===== src/rtl/tick_sequencer.sv =====
// Run-time programmable tick sequencer: tick rises 1 cycle after start; config changes land only on period boundaries.
// cfg_ready is low while the one-deep shadow holds an unapplied config. Optional sticky irq under TICK_SEQ_IRQ_EN.
module tick_sequencer #(
  parameter int CNT_W        = 16,
  parameter int BURST_W      = 8,
  parameter int PCNT_W       = 16,
  parameter int DEFAULT_HALF = 25
) (
  input  logic               clk,
  input  logic               reset,
  input  logic               cfg_valid,
  output logic               cfg_ready,
  input  logic [CNT_W-1:0]   cfg_half,
  input  logic [BURST_W-1:0] cfg_burst,
  input  logic               start,
  input  logic               stop,
  output logic               tick,
  output logic               busy,
  output logic               done,
  output logic [PCNT_W-1:0]  period_count
`ifdef TICK_SEQ_IRQ_EN
  ,
  output logic               irq,
  input  logic               irq_clr
`endif
);

  typedef enum logic [1:0] {IDLE, HIGH, LOW, DRAIN} state_t;

  state_t               state;
  logic [CNT_W-1:0]     cnt;
  logic [CNT_W-1:0]     act_half;
  logic [BURST_W-1:0]   act_burst;
  logic [BURST_W-1:0]   burst_rem;
  logic [CNT_W-1:0]     sh_half;
  logic [BURST_W-1:0]   sh_burst;
  logic                 shadow_full;
  logic                 stop_pending;

  logic                 hs;
  logic                 start_go;
  logic                 period_end;
  logic                 burst_end;
  logic                 run_end;
  logic                 apply;
  logic [CNT_W-1:0]     next_half;
  logic [BURST_W-1:0]   next_burst;

  assign cfg_ready = !shadow_full;
  assign busy      = (state != IDLE);

  // A drained run finishes its LOW phase in DRAIN, recognisable by tick already low.
  always_comb begin
    hs         = cfg_valid && !shadow_full;
    start_go   = (state == IDLE) && start && !stop;
    period_end = ((state == LOW) || ((state == DRAIN) && !tick)) && (cnt == '0);
    burst_end  = (act_burst != '0) && (burst_rem == BURST_W'(1));
    run_end    = period_end && ((state == DRAIN) || burst_end || stop || stop_pending);
    apply      = shadow_full && (start_go || (period_end && !run_end));
    next_half  = apply ? sh_half  : act_half;
    next_burst = apply ? sh_burst : act_burst;
  end

  always_ff @(posedge clk or negedge reset) begin
    if (!reset) begin
      state        <= IDLE;
      cnt          <= '0;
      act_half     <= CNT_W'(DEFAULT_HALF);
      act_burst    <= '0;
      burst_rem    <= '0;
      sh_half      <= '0;
      sh_burst     <= '0;
      shadow_full  <= 1'b0;
      stop_pending <= 1'b0;
      tick         <= 1'b0;
      done         <= 1'b0;
      period_count <= '0;
    end else begin
      done <= 1'b0;

      // Capture uses the pre-edge slot state, so a boundary handshake waits for the next boundary.
      if (hs) begin
        sh_half  <= (cfg_half == '0) ? CNT_W'(1) : cfg_half;
        sh_burst <= cfg_burst;
      end
      shadow_full <= hs | (shadow_full & ~apply);
      if (apply) begin
        act_half  <= sh_half;
        act_burst <= sh_burst;
      end

      case (state)
        IDLE: begin
          if (start_go) begin
            cnt          <= next_half - CNT_W'(1);
            burst_rem    <= next_burst;
            stop_pending <= 1'b0;
            tick         <= 1'b1;
            state        <= HIGH;
          end
        end

        HIGH: begin
          if (cnt == '0) begin
            cnt   <= act_half - CNT_W'(1);
            tick  <= 1'b0;
            state <= stop ? DRAIN : LOW;
          end else begin
            cnt <= cnt - CNT_W'(1);
            if (stop) state <= DRAIN;
          end
        end

        LOW, DRAIN: begin
          if (period_end) begin
            period_count <= period_count + PCNT_W'(1);
            if (act_burst != '0) burst_rem <= burst_rem - BURST_W'(1);
            stop_pending <= 1'b0;
            if (run_end) begin
              state <= IDLE;
              done  <= 1'b1;
            end else begin
              cnt   <= next_half - CNT_W'(1);
              tick  <= 1'b1;
              state <= HIGH;
            end
          end else if ((state == DRAIN) && (cnt == '0)) begin
            cnt  <= act_half - CNT_W'(1);
            tick <= 1'b0;
          end else begin
            cnt <= cnt - CNT_W'(1);
            if ((state == LOW) && stop) stop_pending <= 1'b1;
          end
        end

        default: state <= IDLE;
      endcase
    end
  end

`ifdef TICK_SEQ_IRQ_EN
  // Set takes priority so a clear racing the end of a run cannot lose the event.
  always_ff @(posedge clk or negedge reset) begin
    if (!reset)       irq <= 1'b0;
    else if (run_end) irq <= 1'b1;
    else if (irq_clr) irq <= 1'b0;
  end
`endif

endmodule


===== config.mk =====
export PLATFORM = sky130hd
export DESIGN_NAME = tick_sequencer
export DESIGN_NICKNAME = d
export VERILOG_FILES = /design/src/rtl/tick_sequencer.sv
export SDC_FILE = /design/constraint.sdc
export NUM_CORES = 1
export LEC_CHECK = 0
export BUFFER_PORTS_ARGS = -buffer_cell sky130_fd_sc_hd__buf_2
export CAP_MARGIN = 20
export CORE_ASPECT_RATIO = 1.4
export CORE_MARGIN = 3
export CORE_UTILIZATION = 54
export CTS_CLUSTER_SIZE = 40
export DETAILED_ROUTE_END_ITERATION = 12
export GPL_ROUTABILITY_DRIVEN = 0
export HOLD_SLACK_MARGIN = 0.12
export PLACE_DENSITY = 0.81
export RECOVER_POWER = 100
export SLEW_MARGIN = 0
export SYNTH_ARGS = -nofsm -noshare
export SYNTH_HDL_FRONTEND = slang
export SYNTH_SLANG_ARGS = --single-unit

===== constraint.sdc =====
create_clock -name clk -period 3.6 [get_ports clk]
set_input_delay 0.18 -clock clk [delete_from_list [all_inputs] [get_ports clk]]
set_output_delay 0.18 -clock clk [all_outputs]
set_load 0.02 [all_outputs]

-- Word level (Yosys, flattened, before mapping)
Index checks and enable logic that the tools add are counted.
- register bits: 94
- input bits: 29
- output and inout port bits: 20
- word-level logic and storage cells: 100
- $add $sub $neg: 5
- equal/unequal tests: 13
- muxes and demuxes: 34
- bitwise gates (word level): 3
- reductions and logical operators: 33
- operator list (kind ; count):
    16-bit 2-to-1 mux ; 7
    16-bit one-hot mux with 3 select lines ; 1
    16-bit by 1-bit subtractor with 16-bit output (second input constant) ; 3
    16-bit logical NOT ; 2
    8-bit 2-to-1 mux ; 4
    16-bit by 1-bit adder with 16-bit output (second input constant) ; 1
    8-bit one-hot mux with 2 select lines ; 1
    3-bit != test (second input constant) ; 5
    1-bit 2-to-1 mux ; 14
    4-bit AND reduction ; 3
    1-bit logical AND ; 11
    8-bit by 1-bit equality test with 1-bit output (second input constant) ; 1
    2-bit 2-to-1 mux ; 4
    2-bit != test (second input constant) ; 4
    8-bit nonzero test ; 1
    8-bit by 1-bit subtractor with 8-bit output (second input constant) ; 1
    2-bit one-hot mux with 3 select lines ; 1
    1-bit logical OR ; 5
    2-bit equality test (second input constant) ; 2
    1-bit logical NOT ; 4
    2-bit AND reduction ; 2
    2-bit nonzero test ; 2
    1-bit one-hot mux with 3 select lines ; 1
    3-bit AND reduction ; 1
    other kinds (7) ; 7

-- Depth between registers and ports, before layout
- depth in word-level cells: 15
- mapped depth: 15
- mapped depth without buffers: 13

-- Worst setup path before layout
No wires, ideal clock.
- kind: register -> register
- start: register burst_rem[3]
- end: register cnt[10]
- setup time: 142 ps
- arrival time: 3305 ps
- data required time: 3458 ps
- slack: 153 ps
- cell stages (with the launch flop): 14
- buffers on the path: 2
- clock period less this slack: 3447 ps
- path through: dfrtp_1 or4_4 a2111oi_4 nor4_4 o21ai_4 buf_8 buf_4 mux2i_1 ha_1 nand4b_1 mux2i_1 a21boi_1 xnor2_1 o221ai_1
- longest elaborated chain between the ends: 15
- elaborated cells between the ends (all ways): 18
- classes of those cells: 1 x add/sub; 2 x eq/ne; 5 x mux; 10 x reduce/logical
- ends and longest elaborated chain (element ; RTL line ; RTL):
    from (decl) ; 34 ; logic [BURST_W-1:0] burst_rem;
    from (signal assigned) ; 96 ; burst_rem <= next_burst;
    from (signal assigned) ; 117 ; if (act_burst != '0) burst_rem <= burst_rem - BURST_W'(1);
    8-bit by 1-bit equality test with 1-bit output * ; 57 ; burst_end = (act_burst != '0) && (burst_rem == BURST_W'(1));
    1-bit logical AND * ; 57 ;
    1-bit logical OR * (3 in series) ; 58 ; run_end = period_end && ((state == DRAIN) || burst_end || stop || stop_pending);
    1-bit logical AND * ; 58 ;
    1-bit logical NOT ; 59 ; apply = shadow_full && (start_go || (period_end && !run_end));
    1-bit logical AND ; 59 ;
    1-bit logical OR ; 59 ;
    1-bit logical AND ; 59 ;
    16-bit 2-to-1 mux ; -- ;
    16-bit by 1-bit subtractor with 16-bit output ; 95, 123 ;
    16-bit 2-to-1 mux ; 119 ; if (run_end) begin
    16-bit 2-to-1 mux ; 115 ; if (period_end) begin
    16-bit one-hot mux with 3 select lines ; 92 ; case (state)
    to (signal assigned) ; 95 ; cnt <= next_half - CNT_W'(1);
    to (signal assigned) ; 123 ; cnt <= next_half - CNT_W'(1);
    to (signal assigned) ; 128 ; cnt <= act_half - CNT_W'(1);
    to (decl) ; 31 ; logic [CNT_W-1:0] cnt;
Mark *: on every way between the ends. The rest lies on a longest branch, timed or not. The select of a mux whose other input is x is not followed.
A chain may end at the register's enable or synchronous reset.

-- Final worst setup path
Ends and elaborated chain as after synthesis.

==> results_dict.tcl <==
set metrics [dict create \
    wl_per_cell_um 18.20 \
    synth_top_family_by_area "simple AND/OR/NAND/NOR gates" \
    fmax_mhz 294.2 \
    final_antenna_net_count 0 \
    std_cell_rows 42 \
    hold_class "input pin to flop" \
    synthAdderAreaFrac_pct 1.603 \
    syn_area_sq_mm 0.005465 \
    fin_ws_ns 0.2014 \
    grt_pass1_wl_um 23270 \
    ys_ff_latch 94 \
    area_growth_pct 17.51 \
    cts_tree "yes" \
    synth-compound-area-share_pct 15.84 \
    finalWirelength_um 14230 \
    grt_use_total_pct 25.37 \
    hold_viol_final 0 \
    synth_warnings 0 \
    drc 0 \
    timing.setup.tns_ns 0 \
    initial_utilization_pct 56.52 \
    crit_type "flop to flop" \
    cp.required_ns 3.80 \
    drv_slew 77 \
    cts_max_level 3 \
    fin_skew_ns 0.01063 \
    yosys-top-cells-area "dfrtp_1, mux2_2, xnor2_1" \
    synth_xor_area_share_pct 6.891 \
    power_leakage_nw 2.921 \
    rsz0062_at_grt "no" \
    layout_min_cycle_time_ns 3.399 \
    drtIter0Drc 539 \
    fp.coreArea_sq_mm 0.009669 \
    drv_cap 1 \
    chipWidth_um 91.03 \
    io_pins 49 \
    setup_viol 0 \
    grt_overflow 0 \
    power.density_mw_per_mm2 416.3 \
    yosys-mux-area-fraction_pct 11.49 \
    antenna_found_initial 0 \
    io_buffers 48 \
    yosysTopAreaCellShare_pct 41.67 \
    critical_path_arrival_ns 3.60 \
    die_h_um 125.0 \
    tightestPinTransition_ns 1.919 \
    viasPerCell 6.128 \
    worstSkewPairLatency_ns 0.35 \
    synth_edf_count 0 \
    drive_above_1_share_pct 16.15 \
    path_max_fanout 6 \
    vdd.ir_drop.worst_v 0.0003337 \
    dieArea_sq_mm 0.01138 \
    post-route-period-util_pct 94.40 \
    first_global_vias 4872 \
    pre_cts_slack_ns 0.1139 \
    place_hpwl_um 10250 \
    clkTransAtPathRegs_ns 0.07 \
    cts_num_sinks 94 \
    syn_avg_cell_area_sq_um 9.759 \
    relSlewSlack_pct -27.91 \
    drt_pass1_iterations 6 \
    cts_buffer_depth 2 \
    grt_max_degree 77 \
    ys.flop_type "dfrtp_1" \
    nets 681 \
    numCtsBuffers 9 \
    postSynth.asyncResetShare_pct 100.0 \
    ys_seq_area_share_pct 43.11 \
    netlist_instances 560 \
    cp-end-kind "flop" \
    root_buffer "clkbuf_16" \
    yosysUniqueCellTypes 66 \
    synth_simple_gate_area_share_pct 17.70 \
    start_kind "flop" \
    synth_nets 596 \
    insertedDiodeCount 0 \
    synth.largest_area_cell "dfrtp_1" \
    total_power_mw 2.674 \
    violations "capacitance limit, slew limit" \
    route.vias.total 4792 \
    status "finished, violations left" \
]
-- flip-flops by register name (all words and copies together), names as in the netlist, 2 cells and up --
| register | count |
|---|---|
| act_half | 16 |
| burst_rem | 8 |
| act_burst | 8 |
| sh_half | 16 |
| sh_burst | 8 |
| state | 2 |
| cnt | 16 |
| period_count | 16 |
-- routing by layer --
layer  track usage, %  wire, um  up-vias
met5                0         0        -
met4            15.99       703        0
met3            4.808       896       64
met2            42.41      6998      236
met1            29.78      5634     2276
li1                 -         -     2216
-- cells in the final DEF, fill, tap and decap left out, types with 4 or more instances in the layout --
master and count:
a221oi_1 4, buf_4 12, a22oi_1 5, buf_2 29, o21ai_0 36, o221ai_1 4
or3_1 7, nor2_1 49, clkbuf_1 27, nor4_2 4, xnor2_1 31, xor2_1 12
o22ai_1 7, a22o_1 4, a31oi_1 7, ha_1 7, nand2_1 56, dfrtp_1 91
dlygate4sd3_1 25, nor3_1 16, inv_1 21, nand2b_1 5, or4_1 6, nor4_1 6
clkbuf_16 9, a21oi_1 23, mux2_1 17, mux2i_1 13, mux2_2 25, o211ai_1 6
nand4_1 7, nand3_1 13
-- critical path, stage by stage, from the launching register on --
cell,delay (ns)
dfrtp_1,0.42
or4_4,0.59
a2111oi_4,0.41
nor4_4,0.14
o21ai_4,0.19
mux2i_1,0.27
ha_1,0.31
nand4b_1,0.14
mux2i_2,0.28
a21boi_1,0.23
xnor2_1,0.13
o221ai_1,0.13
-- report_power, final --
part | switching (mW) | internal [mW] | total, mW | leakage (nW)
clock | 0.454 | 0.488 | 0.942 | 0.142
combinational | 0.189 | 0.221 | 0.410 | 1.62
sequential | 0.134 | 1.19 | 1.32 | 1.16
-- cells in the mapped netlist (6+ instances only) --
| library cell | number |
|---|---|
| xor2_1 | 12 |
| nand4_1 | 7 |
| nor2_1 | 49 |
| inv_1 | 21 |
| o21ai_0 | 35 |
| or4_1 | 6 |
| nor4_1 | 6 |
| nand3_1 | 13 |
| ha_1 | 7 |
| nor3_1 | 16 |
| dfrtp_1 | 91 |
| mux2_2 | 42 |
| clkbuf_1 | 16 |
| xnor2_1 | 31 |
| o22ai_1 | 7 |
| mux2i_1 | 14 |
| or3_1 | 7 |
| a31oi_1 | 7 |
| o211ai_1 | 6 |
| a21oi_1 | 23 |
| nand2_1 | 56 |
-- logic make-up (layout without fill, tap and decap cells) --
group,after synthesis,count (layout)
AO/OA/AOI/OAI,127,127
multiplexers,57,57
adder cells (fa/ha/maj),7,7
XOR/XNOR,43,43
flip-flops,94,94
AND/OR/NAND/NOR,191,191
buffers and inverters,41,131
-- per-stage QoR --
stage	cells	utilization (%)	area (sq um)	hold slack [ns]
2_1_floorplan	560	-	5465	-0.1156
3_3_place_gp	739	61.15	5913	0.3841
3_5_place_dp	739	61.15	5913	0.4022
4_1_cts	780	66.80	6459	0.1278
5_1_grt	782	66.42	6422	0.1615
6_report	782	66.42	6422	0.1280
-- area by class of cell --
cell class,instances,area [sq um]
clock buffers,9,225.2
clock inverters,7,70.07
fillers,789,3247
inverters,21,78.83
multi-input cells,425,2935
flip-flops and latches,94,2356
well taps,132,165.2
repair buffers,94,591.8
-- worst paths after layout --
| path | startpoint | endpoint | slack (ns) | cells after the start |
|---|---|---|---|---|
| worst min register to register | period_count[15]$_DFFE_PN0P_ | period_count[15]$_DFFE_PN0P_ | 0.48 | 1 |
| worst max register to register | burst_rem[3]$_DFFE_PN0P_ | cnt[10]$_DFFE_PN0P_ | 0.20 | 11 |
| worst max-delay path | burst_rem[3]$_DFFE_PN0P_ | cnt[10]$_DFFE_PN0P_ | 0.20 | 11 |
| worst min-delay path | stop | state[0]$_DFFE_PN0P_ | 0.13 | 2 |
| min in group asynchronous | reset | cnt[7]$_DFFE_PN0P_ | 0.88 | 2 |
| max in group asynchronous | reset | sh_half[6]$_DFFE_PN0P_ | 1.05 | 3 |
-- repair_timing --
item / CTS / global route
endpoints found under the setup margin: 0 / 6
hold buffers: 25 / 0
gates resized for setup: 0 / 2
endpoints found under the hold margin: 96 / 0
buffers inserted: 0 / 1
No activity file was read; power rests on OpenSTA's default activity.
